--- config.mk ---
export PLATFORM = sky130hd
export DESIGN_NAME = led_stretch
export DESIGN_NICKNAME = d
export VERILOG_FILES = /design/src/rtl/led_stretch.sv
export SDC_FILE = /design/constraint.sdc
export NUM_CORES = 1
export LEC_CHECK = 0
export ABC_AREA = 0
export BUFFER_PORTS_ARGS = -buffer_cell sky130_fd_sc_hd__buf_4
export CAP_MARGIN = 20
export CORE_AREA = 2 2 154 156
export DETAILED_ROUTE_END_ITERATION = 16
export DIE_AREA = 0 0 156 158
export GPL_ROUTABILITY_DRIVEN = 0
export PLACE_DENSITY = 0.6
export RECOVER_POWER = 100
export SKIP_CTS_REPAIR_TIMING = 1
export SYNTH_ARGS = -nofsm -noshare
export SYNTH_HDL_FRONTEND = slang
export SYNTH_SLANG_ARGS = --single-unit
--- constraint.sdc ---
create_clock -name clk -period 2.6 [get_ports clk]
set_input_delay 0.13 -clock clk [delete_from_list [all_inputs] [get_ports clk]]
set_output_delay 0.13 -clock clk [all_outputs]
set_load 0.01 [all_outputs]
--- src/rtl/led_stretch.sv ---
// led_stretch: board-level LED output stage placed after the MD5 core.
// The core's match and activity strobes may be only a few clocks wide. This
// block stretches each one to a human-visible length. It also drives a
// free-running heartbeat LED and keeps a saturating count of matches for debug.
//
// Ports:
//   clk           system clock
//   reset         synchronous, active-high reset
//   match_in      raw match strobe from the MD5 core
//   act_in        raw activity strobes, one per LED channel
//   match_led_out stretched match LED (sticky until reset when MATCH_LATCH=1)
//   led_out       stretched activity LEDs
//   heartbeat_led square wave at HEARTBEAT_HZ
//   match_count   saturating count of match_in rising edges
module led_stretch #(
    parameter int unsigned CLK_FREQUENCY = 100_000_000,
    parameter int unsigned NUM_LEDS      = 4,
    parameter int unsigned HOLD_MS       = 50,
    parameter int unsigned HEARTBEAT_HZ  = 1,
    parameter int unsigned MATCH_LATCH   = 0
) (
    input  logic                clk,
    input  logic                reset,
    input  logic                match_in,
    input  logic [NUM_LEDS-1:0] act_in,
    output logic                match_led_out,
    output logic [NUM_LEDS-1:0] led_out,
    output logic                heartbeat_led,
    output logic [15:0]         match_count
);

    localparam int unsigned HOLD_CYCLES = CLK_FREQUENCY / 1000 * HOLD_MS;
    localparam int unsigned HB_HALF     = (HEARTBEAT_HZ == 0) ? 0
                                        : CLK_FREQUENCY / (2 * HEARTBEAT_HZ);
    // The match strobe is carried as the top channel, above the activity strobes.
    localparam int unsigned NCH = NUM_LEDS + 1;
    localparam int unsigned M   = NUM_LEDS;
    localparam int unsigned CW  = (HOLD_CYCLES < 1) ? 1 : $clog2(HOLD_CYCLES + 1);
    localparam int unsigned HW  = (HB_HALF < 2) ? 1 : $clog2(HB_HALF);

    localparam logic [CW-1:0] HOLD_VAL = CW'(HOLD_CYCLES);
    localparam logic [HW-1:0] HB_LAST  = HW'(HB_HALF - 1);

    if (HOLD_CYCLES < 1 || HB_HALF < 1 || NUM_LEDS < 1) begin : g_param_check
        $error("led_stretch: HOLD_CYCLES, HB_HALF and NUM_LEDS must all be >= 1");
    end

    logic [NCH-1:0] in_q;
    logic           match_prev_q;
    logic [CW-1:0]  cnt     [NCH];
    logic [CW-1:0]  cnt_nxt [NCH];
    logic [NCH-1:0] stretch_nxt;
    logic           sticky_q;
    logic           sticky_nxt;
    logic [HW-1:0]  hb_cnt;

    // The output for a channel is in_q OR (current count nonzero). This keeps
    // the LED on for HOLD_CYCLES full cycles after in_q falls. A single-cycle
    // strobe therefore gives a HOLD_CYCLES+1 pulse.
    always_comb begin
        cnt_nxt     = cnt;
        stretch_nxt = '0;
        for (int unsigned ch = 0; ch < NCH; ch++) begin
            if (in_q[ch]) begin
                cnt_nxt[ch] = HOLD_VAL;
            end else if (cnt[ch] != '0) begin
                cnt_nxt[ch] = cnt[ch] - CW'(1);
            end
            stretch_nxt[ch] = in_q[ch] | (cnt[ch] != '0);
        end
        sticky_nxt = sticky_q | ((MATCH_LATCH != 0) & in_q[M]);
    end

    always_ff @(posedge clk) begin
        if (reset) begin
            in_q          <= '0;
            match_prev_q  <= 1'b0;
            for (int unsigned ch = 0; ch < NCH; ch++) begin
                cnt[ch] <= '0;
            end
            sticky_q      <= 1'b0;
            led_out       <= '0;
            match_led_out <= 1'b0;
            match_count   <= '0;
            hb_cnt        <= '0;
            heartbeat_led <= 1'b0;
        end else begin
            in_q          <= {match_in, act_in};
            match_prev_q  <= in_q[M];
            cnt           <= cnt_nxt;
            sticky_q      <= sticky_nxt;
            led_out       <= stretch_nxt[NUM_LEDS-1:0];
            match_led_out <= stretch_nxt[M] | sticky_nxt;

            // A level held high counts once. The count holds at all-ones
            // instead of wrapping.
            if (in_q[M] && !match_prev_q && match_count != '1) begin
                match_count <= match_count + 16'd1;
            end

            if (hb_cnt == HB_LAST) begin
                hb_cnt        <= '0;
                heartbeat_led <= ~heartbeat_led;
            end else begin
                hb_cnt <= hb_cnt + HW'(1);
            end
        end
    end

endmodule

==> reports/qor.csv <==
metric,value,unit
yosysUniqueCellTypes,56,
rsz0062_at_grt,no,
postRouteAntennaNets,0,
synth_nets,941,
use_met1,18.20,%
busiest_layer,met2,
power_switching,0.003164,W
status,"complete, no violations",
wl,16270,µm
met2_usage,22.33,%
die_h,158,µm
drt-initial-drc-count,316,
clockBufferDepth,2,
synthCells,922,
yosysWarnings,0,
postLayoutCoreUtil,39.00,%
dieArea,24650,µm²
crit_cells,5,
synth-edff-count,0,
ctsHtreeMaxLevel,4,
seq_area_frac_synth,42.55,%
gr-usage-met3,2.874,%
fmax,412.0,MHz
fin_skew,0.007665,ns
cp-endpoint,cnt[31],
timing.final.ws_setup,0.1731,ns
clockRootBuffer,clkbuf_16,
cpPeakStageDelay,0.63,ns
final_common_cell,dfxtp_1,
final_cell_mix,"dfxtp_1, nor2_1, xnor2_1, a21oi_1, nor3_1",
p_leak,3.104,nW
worst_ep_required_time,2.88,ns
cts_tree,done,
clkSinkCount,169,
switching_share,35.73,%
drv_cap,0,
drive_gt1_share,7.342,%
path_cells,or4_1 > or3_1 > or3_1 > a211oi_1 > nor3_2,
arrival,2.71,ns
first_global_vias,5954,
worstMarginPinSlew,1.377,ns
numPortBuffers,28,
io_pins,29,
row_count,56,
nNetsFinal,973,
fin_crit,2.427,ns
grt_pass1_wl,28200,µm
clkPwrFrac,27.9,%
drcViolationCount,0,
async_reset_ff_share,0,%
critPathSlowestCell,or4_1,
routedWlPerCell,12.94,µm
grt-ovfl-total,0,
path_common_cell,or3_1,
antenna_found_initial,0,
r2r_slack,0.17,ns
powerDensity,985.1,nW/µm²
grt_usage,13.85,%
syn_area,7951,µm²
vias_per_cell,5.135,
antenna_cells,0,
fp.dieW,156,µm
cts_inserted_buffers,17,
path_class,flip-flop to flip-flop,
pwr-share-comb,33.2,%
hold_path_class,flip-flop to flip-flop,
ys.flop_type,dfxtp_1,
area_delta_synth_final,13.06,%
insertion_delay,0.43,ns
dp_hpwl,10780,µm
finalCritPeriodShare,93.34,%
via_count,6455,
drtPass1Iterations,4,
sequentialPowerShare,38.8,%
p_int,0.005692,W
tns,0,ns
core_area,23050,µm²
avgSynthCellArea,8.624,µm²
place_ws,0.1793,ns
setup-violations-final,0,
synth_seq_cells,169,
cp_max_fo,7,
maxSlewViolCount,0,
crit_start,cnt[26],
critPathLaunchType,flip-flop,
ir_drop,0.0003828,V
r2r_start,cnt[26],
worst-path-buf-inv,0,
n_fill_cell,2369,
clk_transition_reported_paths,0.07,ns
hold_viol,0,
initial_utilization,34.49,%
r2r_cells,5,
endpoint_kind,flip-flop,
cp_top_family,simple AND/OR/NAND/NOR gates,
max-slew-margin-rel,8.184,%
grt_max_degree,27,
r2r_end,cnt[31],
-- power groups by stage --
stage	clock network (W)	logic [W]	registers, W
after global routing	0.00268	0.00333	0.00352
after detailed placement	0	0.00299	0.00349
after CTS	0.00256	0.00303	0.00344
final	0.00247	0.00294	0.00344
after floorplan	0	0.00245	0.00340
after global placement	0	0.00299	0.00349
-- layer usage --
| metal | vias up | share of wire [%] |
|---|---|---|
| met4 | 0 | 1.7 |
| li1 | 3356 | - |
| met2 | 55 | 46 |
| met3 | 21 | 2.2 |
| met1 | 3023 | 50 |
| met5 | - | 0 |
-- cells by family (layout without fill, tap and decap cells) --
family / after synthesis / after routing / synth area share, %
AND/OR/NAND/NOR: 409 / 409 / 27.44
multiplexers: 4 / 4 / 0.5036
buffers and inverters: 69 / 114 / 3.352
XOR/XNOR: 112 / 112 / 12.34
adder cells (fa/ha/maj): 12 / 12 / 1.888
flip-flops: 169 / 169 / 42.55
AO/OA/AOI/OAI: 147 / 147 / 11.93
-- Yosys cell counts, drive strengths merged (2+ instances only) --
cell type	n	share of area, %
o21ai	11	0.69
and4b	2	0.25
nor4b	10	1.1
nor4	30	2.6
nand3b	6	0.57
nor2	143	6.8
inv	30	1.4
nor4bb	3	0.38
o2111ai	3	0.33
or4b	3	0.38
clkbuf	29	1.4
and2	2	0.16
o211ai	2	0.19
mux2i	4	0.50
o311ai	4	0.44
or3	22	1.7
dfxtp	169	43
a31oi	7	0.55
or2	14	1.1
nor3	37	2.5
a21oi	73	4.6
xnor2	84	9.3
nand4b	5	0.55
o31ai	10	1.1
ha	12	1.9
a211o	2	0.22
o41ai	2	0.22
and3	10	0.79
xor2	28	3.1
nor2b	10	0.79
nand3	32	2.0
and4	5	0.58
or4	16	1.5
nand2	32	1.5
a211oi	17	1.7
buf	9	0.52
nand4	19	1.5
nand2b	6	0.47
a2111oi	11	1.3
-- worst min path at each step --
stage | start | end | slack, ns | depth (start not counted)
after floorplan | act_in[0] | in_q[0] | 0.26 | 1
after global placement | act_in[0] | in_q[0] | 0.34 | 2
after detailed placement | act_in[1] | in_q[1] | 0.35 | 2
after CTS | act_in[2] | in_q[2] | -0.10 | 2
after global routing | act_in[0] | in_q[0] | 0.46 | 3
final | hb_cnt[0] | hb_cnt[0] | 0.45 | 1
-- sequential cells by signal (all words and copies together), names as in the netlist --
register and flops:
cnt 115, hb_cnt 26, match_count 16, in_q 5
led_out 4, heartbeat_led 1, match_led_out 1, match_prev_q 1
-- per-stage QoR --
stage / hold WS (ns) / cells / total power [W] / cell area (µm²)
after floorplan: 0.2582 / 922 / 0.005853 / 7951
final: 0.4450 / 1257 / 0.008856 / 8990
after global routing: 0.4583 / 1257 / 0.009520 / 8990
after detailed placement: 0.3521 / 1220 / 0.006489 / 8509
after global placement: 0.3443 / 1220 / 0.006477 / 8509
after CTS: -0.1026 / 1252 / 0.009034 / 9091
-- layout make-up --
type | count | area (µm²) | area share [%]
sequential | 169 | 3383 | 37.63
timing repair buffer | 51 | 277.8 | 3.090
tap | 290 | 362.8 | 4.036
multi-input combinational | 684 | 4268 | 47.47
inverter | 31 | 116.4 | 1.294
clock buffer | 20 | 466.7 | 5.191
clock inverter | 12 | 115.1 | 1.280
Power figures use the tool's default switching activity.
